$ cat src/rtl/johnson_pkg.sv
// Shared definitions for the Johnson phase decoder: phase count, legal code table, FSM encoding.
package johnson_pkg;

    localparam int NUM_PHASES = 8;
    localparam int PHASE_W    = 3;

    localparam logic [3:0] CODE_P0 = 4'b0000;
    localparam logic [3:0] CODE_P1 = 4'b1000;
    localparam logic [3:0] CODE_P2 = 4'b1100;
    localparam logic [3:0] CODE_P3 = 4'b1110;
    localparam logic [3:0] CODE_P4 = 4'b1111;
    localparam logic [3:0] CODE_P5 = 4'b0111;
    localparam logic [3:0] CODE_P6 = 4'b0011;
    localparam logic [3:0] CODE_P7 = 4'b0001;

    typedef enum logic {
        SEEK  = 1'b0,
        TRACK = 1'b1
    } state_e;

    typedef struct packed {
        logic               legal;
        logic [PHASE_W-1:0] phase;
    } lookup_t;

    function automatic logic [NUM_PHASES-1:0] phase_onehot(input logic [PHASE_W-1:0] p);
        return NUM_PHASES'(1) << p;
    endfunction

endpackage

$ cat src/rtl/johnson_code_lookup.sv
// Combinational map from a 4-bit Johnson code to {legal, phase}; illegal codes return all zeros.
module johnson_code_lookup
    import johnson_pkg::*;
(
    input  logic [3:0] code_i,
    output lookup_t    result_o
);

    always_comb begin
        result_o = '0;
        case (code_i)
            CODE_P0: begin result_o.legal = 1'b1; result_o.phase = 3'd0; end
            CODE_P1: begin result_o.legal = 1'b1; result_o.phase = 3'd1; end
            CODE_P2: begin result_o.legal = 1'b1; result_o.phase = 3'd2; end
            CODE_P3: begin result_o.legal = 1'b1; result_o.phase = 3'd3; end
            CODE_P4: begin result_o.legal = 1'b1; result_o.phase = 3'd4; end
            CODE_P5: begin result_o.legal = 1'b1; result_o.phase = 3'd5; end
            CODE_P6: begin result_o.legal = 1'b1; result_o.phase = 3'd6; end
            CODE_P7: begin result_o.legal = 1'b1; result_o.phase = 3'd7; end
            default: result_o = '0;
        endcase
    end

endmodule

$ cat src/rtl/johnson_phase_decoder.sv
// Locks onto a Johnson counter sequence, reports phase, laps and errors.
// Optional saturating error counter on err_cnt when JPD_ERR_CNT_EN is defined.
module johnson_phase_decoder
    import johnson_pkg::*;
#(
    parameter int LAP_W = 8
) (
    input  logic                  clk,
    input  logic                  rst,
    input  logic [3:0]            q_in,
    input  logic                  en,
    input  logic                  clr_err,
    output logic [PHASE_W-1:0]    phase,
    output logic [NUM_PHASES-1:0] phase_oh,
    output logic                  valid,
    output logic                  code_err,
    output logic                  step_err,
    output logic                  sticky_err,
    output logic [LAP_W-1:0]      lap_cnt
`ifdef JPD_ERR_CNT_EN
    ,
    output logic [7:0]            err_cnt
`endif
);

    lookup_t lk;

    johnson_code_lookup u_lookup (
        .code_i   (q_in),
        .result_o (lk)
    );

    state_e                  state_q, state_d;
    logic [PHASE_W-1:0]      phase_q, phase_d;
    logic [NUM_PHASES-1:0]   phase_oh_q, phase_oh_d;
    logic                    valid_q, valid_d;
    logic                    code_err_q, code_err_d;
    logic                    step_err_q, step_err_d;
    logic                    sticky_q, sticky_d;
    logic [LAP_W-1:0]        lap_q, lap_d;
    logic [PHASE_W-1:0]      succ;
    logic                    err_evt;

    assign succ    = phase_q + 1'b1;
    assign err_evt = code_err_d | step_err_d;

    // An illegal code always drops lock; legal codes either lock, hold, advance or resync.
    always_comb begin
        state_d    = state_q;
        phase_d    = phase_q;
        valid_d    = valid_q;
        code_err_d = 1'b0;
        step_err_d = 1'b0;
        lap_d      = lap_q;
        if (en) begin
            if (!lk.legal) begin
                code_err_d = 1'b1;
                valid_d    = 1'b0;
                state_d    = SEEK;
            end else if (state_q == SEEK) begin
                state_d = TRACK;
                phase_d = lk.phase;
                valid_d = 1'b1;
            end else if (lk.phase == succ) begin
                phase_d = succ;
                if (phase_q == PHASE_W'(NUM_PHASES - 1)) begin
                    lap_d = lap_q + LAP_W'(1);
                end
            end else if (lk.phase != phase_q) begin
                step_err_d = 1'b1;
                phase_d    = lk.phase;
            end
        end
        sticky_d   = err_evt ? 1'b1 : (clr_err ? 1'b0 : sticky_q);
        phase_oh_d = valid_d ? phase_onehot(phase_d) : '0;
    end

    always_ff @(posedge clk or negedge rst) begin
        if (!rst) begin
            state_q    <= SEEK;
            phase_q    <= '0;
            phase_oh_q <= '0;
            valid_q    <= 1'b0;
            code_err_q <= 1'b0;
            step_err_q <= 1'b0;
            sticky_q   <= 1'b0;
            lap_q      <= '0;
        end else begin
            state_q    <= state_d;
            phase_q    <= phase_d;
            phase_oh_q <= phase_oh_d;
            valid_q    <= valid_d;
            code_err_q <= code_err_d;
            step_err_q <= step_err_d;
            sticky_q   <= sticky_d;
            lap_q      <= lap_d;
        end
    end

    assign phase      = phase_q;
    assign phase_oh   = phase_oh_q;
    assign valid      = valid_q;
    assign code_err   = code_err_q;
    assign step_err   = step_err_q;
    assign sticky_err = sticky_q;
    assign lap_cnt    = lap_q;

`ifdef JPD_ERR_CNT_EN
    logic [7:0] err_cnt_q, err_cnt_d;

    // A new error beats a simultaneous clear, so the count restarts at one.
    always_comb begin
        err_cnt_d = err_cnt_q;
        if (err_evt) begin
            if (clr_err) begin
                err_cnt_d = 8'd1;
            end else if (err_cnt_q != 8'hFF) begin
                err_cnt_d = err_cnt_q + 8'd1;
            end
        end else if (clr_err) begin
            err_cnt_d = 8'd0;
        end
    end

    always_ff @(posedge clk or negedge rst) begin
        if (!rst) begin
            err_cnt_q <= 8'd0;
        end else begin
            err_cnt_q <= err_cnt_d;
        end
    end

    assign err_cnt = err_cnt_q;
`endif

endmodule

$ cat config.mk
export PLATFORM = sky130hd
export DESIGN_NAME = johnson_phase_decoder
export DESIGN_NICKNAME = d
export VERILOG_FILES = /design/src/rtl/johnson_pkg.sv /design/src/rtl/johnson_code_lookup.sv /design/src/rtl/johnson_phase_decoder.sv
export SDC_FILE = /design/constraint.sdc
export NUM_CORES = 1
export LEC_CHECK = 0
export ABC_AREA = 1
export CORE_MARGIN = 2
export CORE_UTILIZATION = 48
export DETAILED_ROUTE_END_ITERATION = 6
export PLACE_DENSITY = 0.84
export SETUP_SLACK_MARGIN = 0.05
export SLEW_MARGIN = 15
export SYNTH_ARGS = -nofsm -noshare
export SYNTH_HDL_FRONTEND = slang
export SYNTH_HIERARCHICAL = 1
export SYNTH_SLANG_ARGS = --single-unit
$ cat constraint.sdc
create_clock -name clk -period 2.4 [get_ports clk]
set_clock_uncertainty 0.2 [all_clocks]
set_input_delay 0.72 -clock clk [delete_from_list [all_inputs] [get_ports clk]]
set_output_delay 0.72 -clock clk [all_outputs]
set_load 0.02 [all_outputs]
==> insert_results.sql <==
INSERT INTO impl_metrics (metric_group, metric, value, unit) VALUES
('drt', 'via_per_inst', '5.14', ''),
('clock_network', 'cts.hold.buffers_added', '0', ''),
('final_layout', 'ant_diodes', '0', ''),
('logic_synthesis', 'post_synth_instance_area', '1230', 'sq um'),
('logic_synthesis', 'synth.yosys.warnings', '6', ''),
('worst_setup_path', 'crit_path_max_incr_delay', '0.63', 'ns'),
('placement', 'numPortBuffers', '30', ''),
('flow_run', 'maxCapViolCount', '0', ''),
('die', 'core-area', '2450', 'sq um'),
('logic_synthesis', 'post_synth_inst_count', '161', ''),
('die', 'die_area', '2990', 'sq um'),
('die', 'io_pins', '31', ''),
('clock_network', 'ctsHtreeMaxLevel', '1', ''),
('logic_synthesis', 'synth_nets', '172', ''),
('global_routing', 'overflow', '0', ''),
('logic_synthesis', 'syn_avg_cell_area', '7.66', 'sq um'),
('global_routing', 'antenna_found_initial', '0', ''),
('power', 'max-vdd-ir-drop', '0.559', 'mV'),
('placement', 'post-dp-hpwl', '2250', 'microns'),
('logic_synthesis', 'synthAdderAreaFrac', '3.04', '%'),
('worst_setup_path', 'timing.critical_path.from_type', 'register', ''),
('power', 'p_total', '1.16', 'mW'),
('global_routing', 'grt_max_degree', '25', ''),
('sta', 'final_min_period_over_clock_period', '96.1', '%'),
('die', 'die_h', '54.7', 'microns'),
('die', 'initial_standard_cell_utilization_of_the_core', '50.3', '%'),
('sta', 'unrepaired_setup_endpoints_after_global_routing', 'no', ''),
('global_routing', 'grt_first_pass_wirelength', '4710', 'microns'),
('clock_network', 'clkTransAtPathRegs', '0.14', 'ns'),
('final_layout', 'nFillCells', '189', ''),
('die', 'rows', '18', ''),
('final_layout', 'layout-drive-gt1-share', '10.3', '%'),
('worst_hold_path', 'hold_class', 'reg2reg', ''),
('placement', 'finalWeightedCongestion', '0.782', ''),
('worst_setup_path', 'timing.critical_path.cells', 'clkdlybuf4s50_1', ''),
('final_layout', 'stdcell_count', '234', ''),
('logic_synthesis', 'synth.ff_latch_count', '24', ''),
('logic_synthesis', 'synth_compound_gate_area_share', '4.36', '%'),
('clock_network', 'cts_buffers', '3', ''),
('placement', 'placedCellCount', '229', ''),
('worst_setup_path', 'crit_fanout', '4', ''),
('die', 'die_width', '54.7', 'microns'),
('status', 'outcome', 'completed', ''),
('drt', 'total_detailed_routing_wirelength', '3050', 'microns'),
('global_routing', 'via_count_of_the_first_global_routing_pass', '1156', ''),
('sta', 'final-max-slew-violation-count', '0', ''),
('logic_synthesis', 'post_synth_mux_area_share', '0', '%'),
('sta', 'setup_viol_count_final', '0', ''),
('drt', 'wl_per_cell', '13.0', 'microns'),
('worst_setup_path', 'path_buf_inv', '1', ''),
('worst_setup_path', 'critical_path_required', '1.48', 'ns'),
('worst_setup_path', 'crit_arrival', '1.39', 'ns'),
('power', 'total_leakage_power', '0.985', 'nW'),
('logic_synthesis', 'synth_simple_gate_area_share', '30.6', '%'),
('clock_network', 'clockRootBuffer', 'clkbuf_4', ''),
('sta', 'postLayoutSetupSlackWorst', '0.0925', 'ns'),
('sta', 'final_hold_vio_count', '0', ''),
('logic_synthesis', 'synthDistinctLibCells', '19', ''),
('final_layout', 'syn2layout_area_growth', '41.3', '%'),
('clock_network', 'cts_tree', 'done', ''),
('logic_synthesis', 'seq_area_frac_synth', '48.7', '%'),
('global_routing', 'grtUsageTotal', '21.8', '%'),
('final_layout', 'design.final.nets', '216', ''),
('drt', 'number_of_design_rule_violations_left_by_the_first_detailed_router_iteration', '7', ''),
('final_layout', 'post-route-util', '71.0', '%'),
('logic_synthesis', 'yosys.area_share.xor_xnor', '3.55', '%'),
('sta', 'worst_pin_slew', '0.301', 'ns'),
('clock_network', 'clock_tree.buffer_depth', '2', ''),
('sta', 'finalSetupTns', '0', 'ns'),
('sta', 'shortest_period_the_worst_path_allows', '2.31', 'ns'),
('worst_setup_path', 'criticalPathCategory', 'reg2out', '');
## power by group
group	internal (mW)	switching [mW]	total, mW
registers	0.440	0.0286	0.469
logic	0.168	0.220	0.387
clock network	0.169	0.130	0.299
## cell families after synthesis
kind of cell             Yosys count
XOR/XNOR                           5
AND/OR/NAND/NOR                   90
flip-flops                        24
buffers and inverters             29
adder cells (fa/ha/maj)            3
AO/OA/AOI/OAI                     10
## worst min-delay path: cells and delay by family (launching register included)
family / cells / cell delay [ns]
simple gates: 2 / 0.10
flops: 1 / 0.40
## flip-flops by register name, indices dropped and copies added, names as in the netlist
signal / cells
lap_cnt: 8
phase_oh: 8
phase: 3
code_err: 1
state_q: 1
step_err: 1
sticky_err: 1
valid: 1
## synthesized netlist by cell type
cell      instances  area, sq um
a21oi_1           1         5.00
and3_1            1         6.26
buf_4             1         7.51
buf_6             1         11.3
dfrtp_1          24          601
ha_1              3         37.5
inv_1            27          101
nand2_1          54          203
nand3_1           9         45.0
nand4_1           8         50.1
nor2_1           15         56.3
nor2_2            2         12.5
nor3_1            1         5.00
o21ai_0           6         30.0
o21ai_1           1         5.00
o21bai_1          1         7.51
o22ai_1           1         6.26
xnor2_1           4         35.0
xor2_1            1         8.76
## cells in the final DEF (no fill, tap or decap), drive strengths merged
| cell type | instances |
|---|---|
| ha | 3 |
| and3 | 1 |
| xor2 | 1 |
| nand2 | 54 |
| dfrtp | 24 |
| nor3 | 1 |
| nand3 | 9 |
| o21ai | 7 |
| xnor2 | 4 |
| o21bai | 1 |
| nand4 | 8 |
| clkbuf | 3 |
| dlymetal6s2s | 11 |
| clkdlybuf4s50 | 19 |
| buf | 11 |
| a21oi | 1 |
| nor2 | 17 |
| bufinv | 1 |
| inv | 27 |
| o22ai | 1 |
## area by class of cell
class	instances	area [sq um]	share of cell area [%]
sequential	24	601	34.5
tap	30	37.5	2.15
clock inverter	1	30.0	1.72
inverter	27	101	5.81
timing repair buffer	41	424	24.3
multi-input combinational	108	527	30.2
clock buffer	3	22.5	1.29
## what timing repair did
action                     4_1_cts  5_1_grt
gates cloned                     0        1
setup endpoints to repair        3       22
pin swaps                        0        1
gates resized for setup          1       18
## layer usage
layer	part of all wire (%)	wire [microns]	up-vias	GRT usage, %
met5	0	0	-	0
met4	2.3	70	0	5.42
met3	5.8	176	12	5.46
met2	53	1630	45	44.0
met1	38	1170	561	21.3
li1	-	-	584	-
## worst paths after layout
check	slack [ns]	cells after the start	start	to
worst max-delay path	0.09	1	lap_cnt[4]	lap_cnt[4]
worst min-delay path	0.33	2	lap_cnt[7]	lap_cnt[7]
worst max register to register	0.44	8	phase[0]	lap_cnt[4]
worst min register to register	0.33	2	lap_cnt[7]	lap_cnt[7]
max in group asynchronous	1.23	2	rst	phase[0]
min in group asynchronous	0.54	2	rst	lap_cnt[5]
## per-stage QoR
stage	hold WS, ns	instance area (sq um)
global route	0.361	1740
floorplan	0.224	1230
detailed placement	0.293	1640
finish	0.329	1740
CTS	0.326	1690
global placement	0.290	1640
Power figures use the tool's default switching activity.
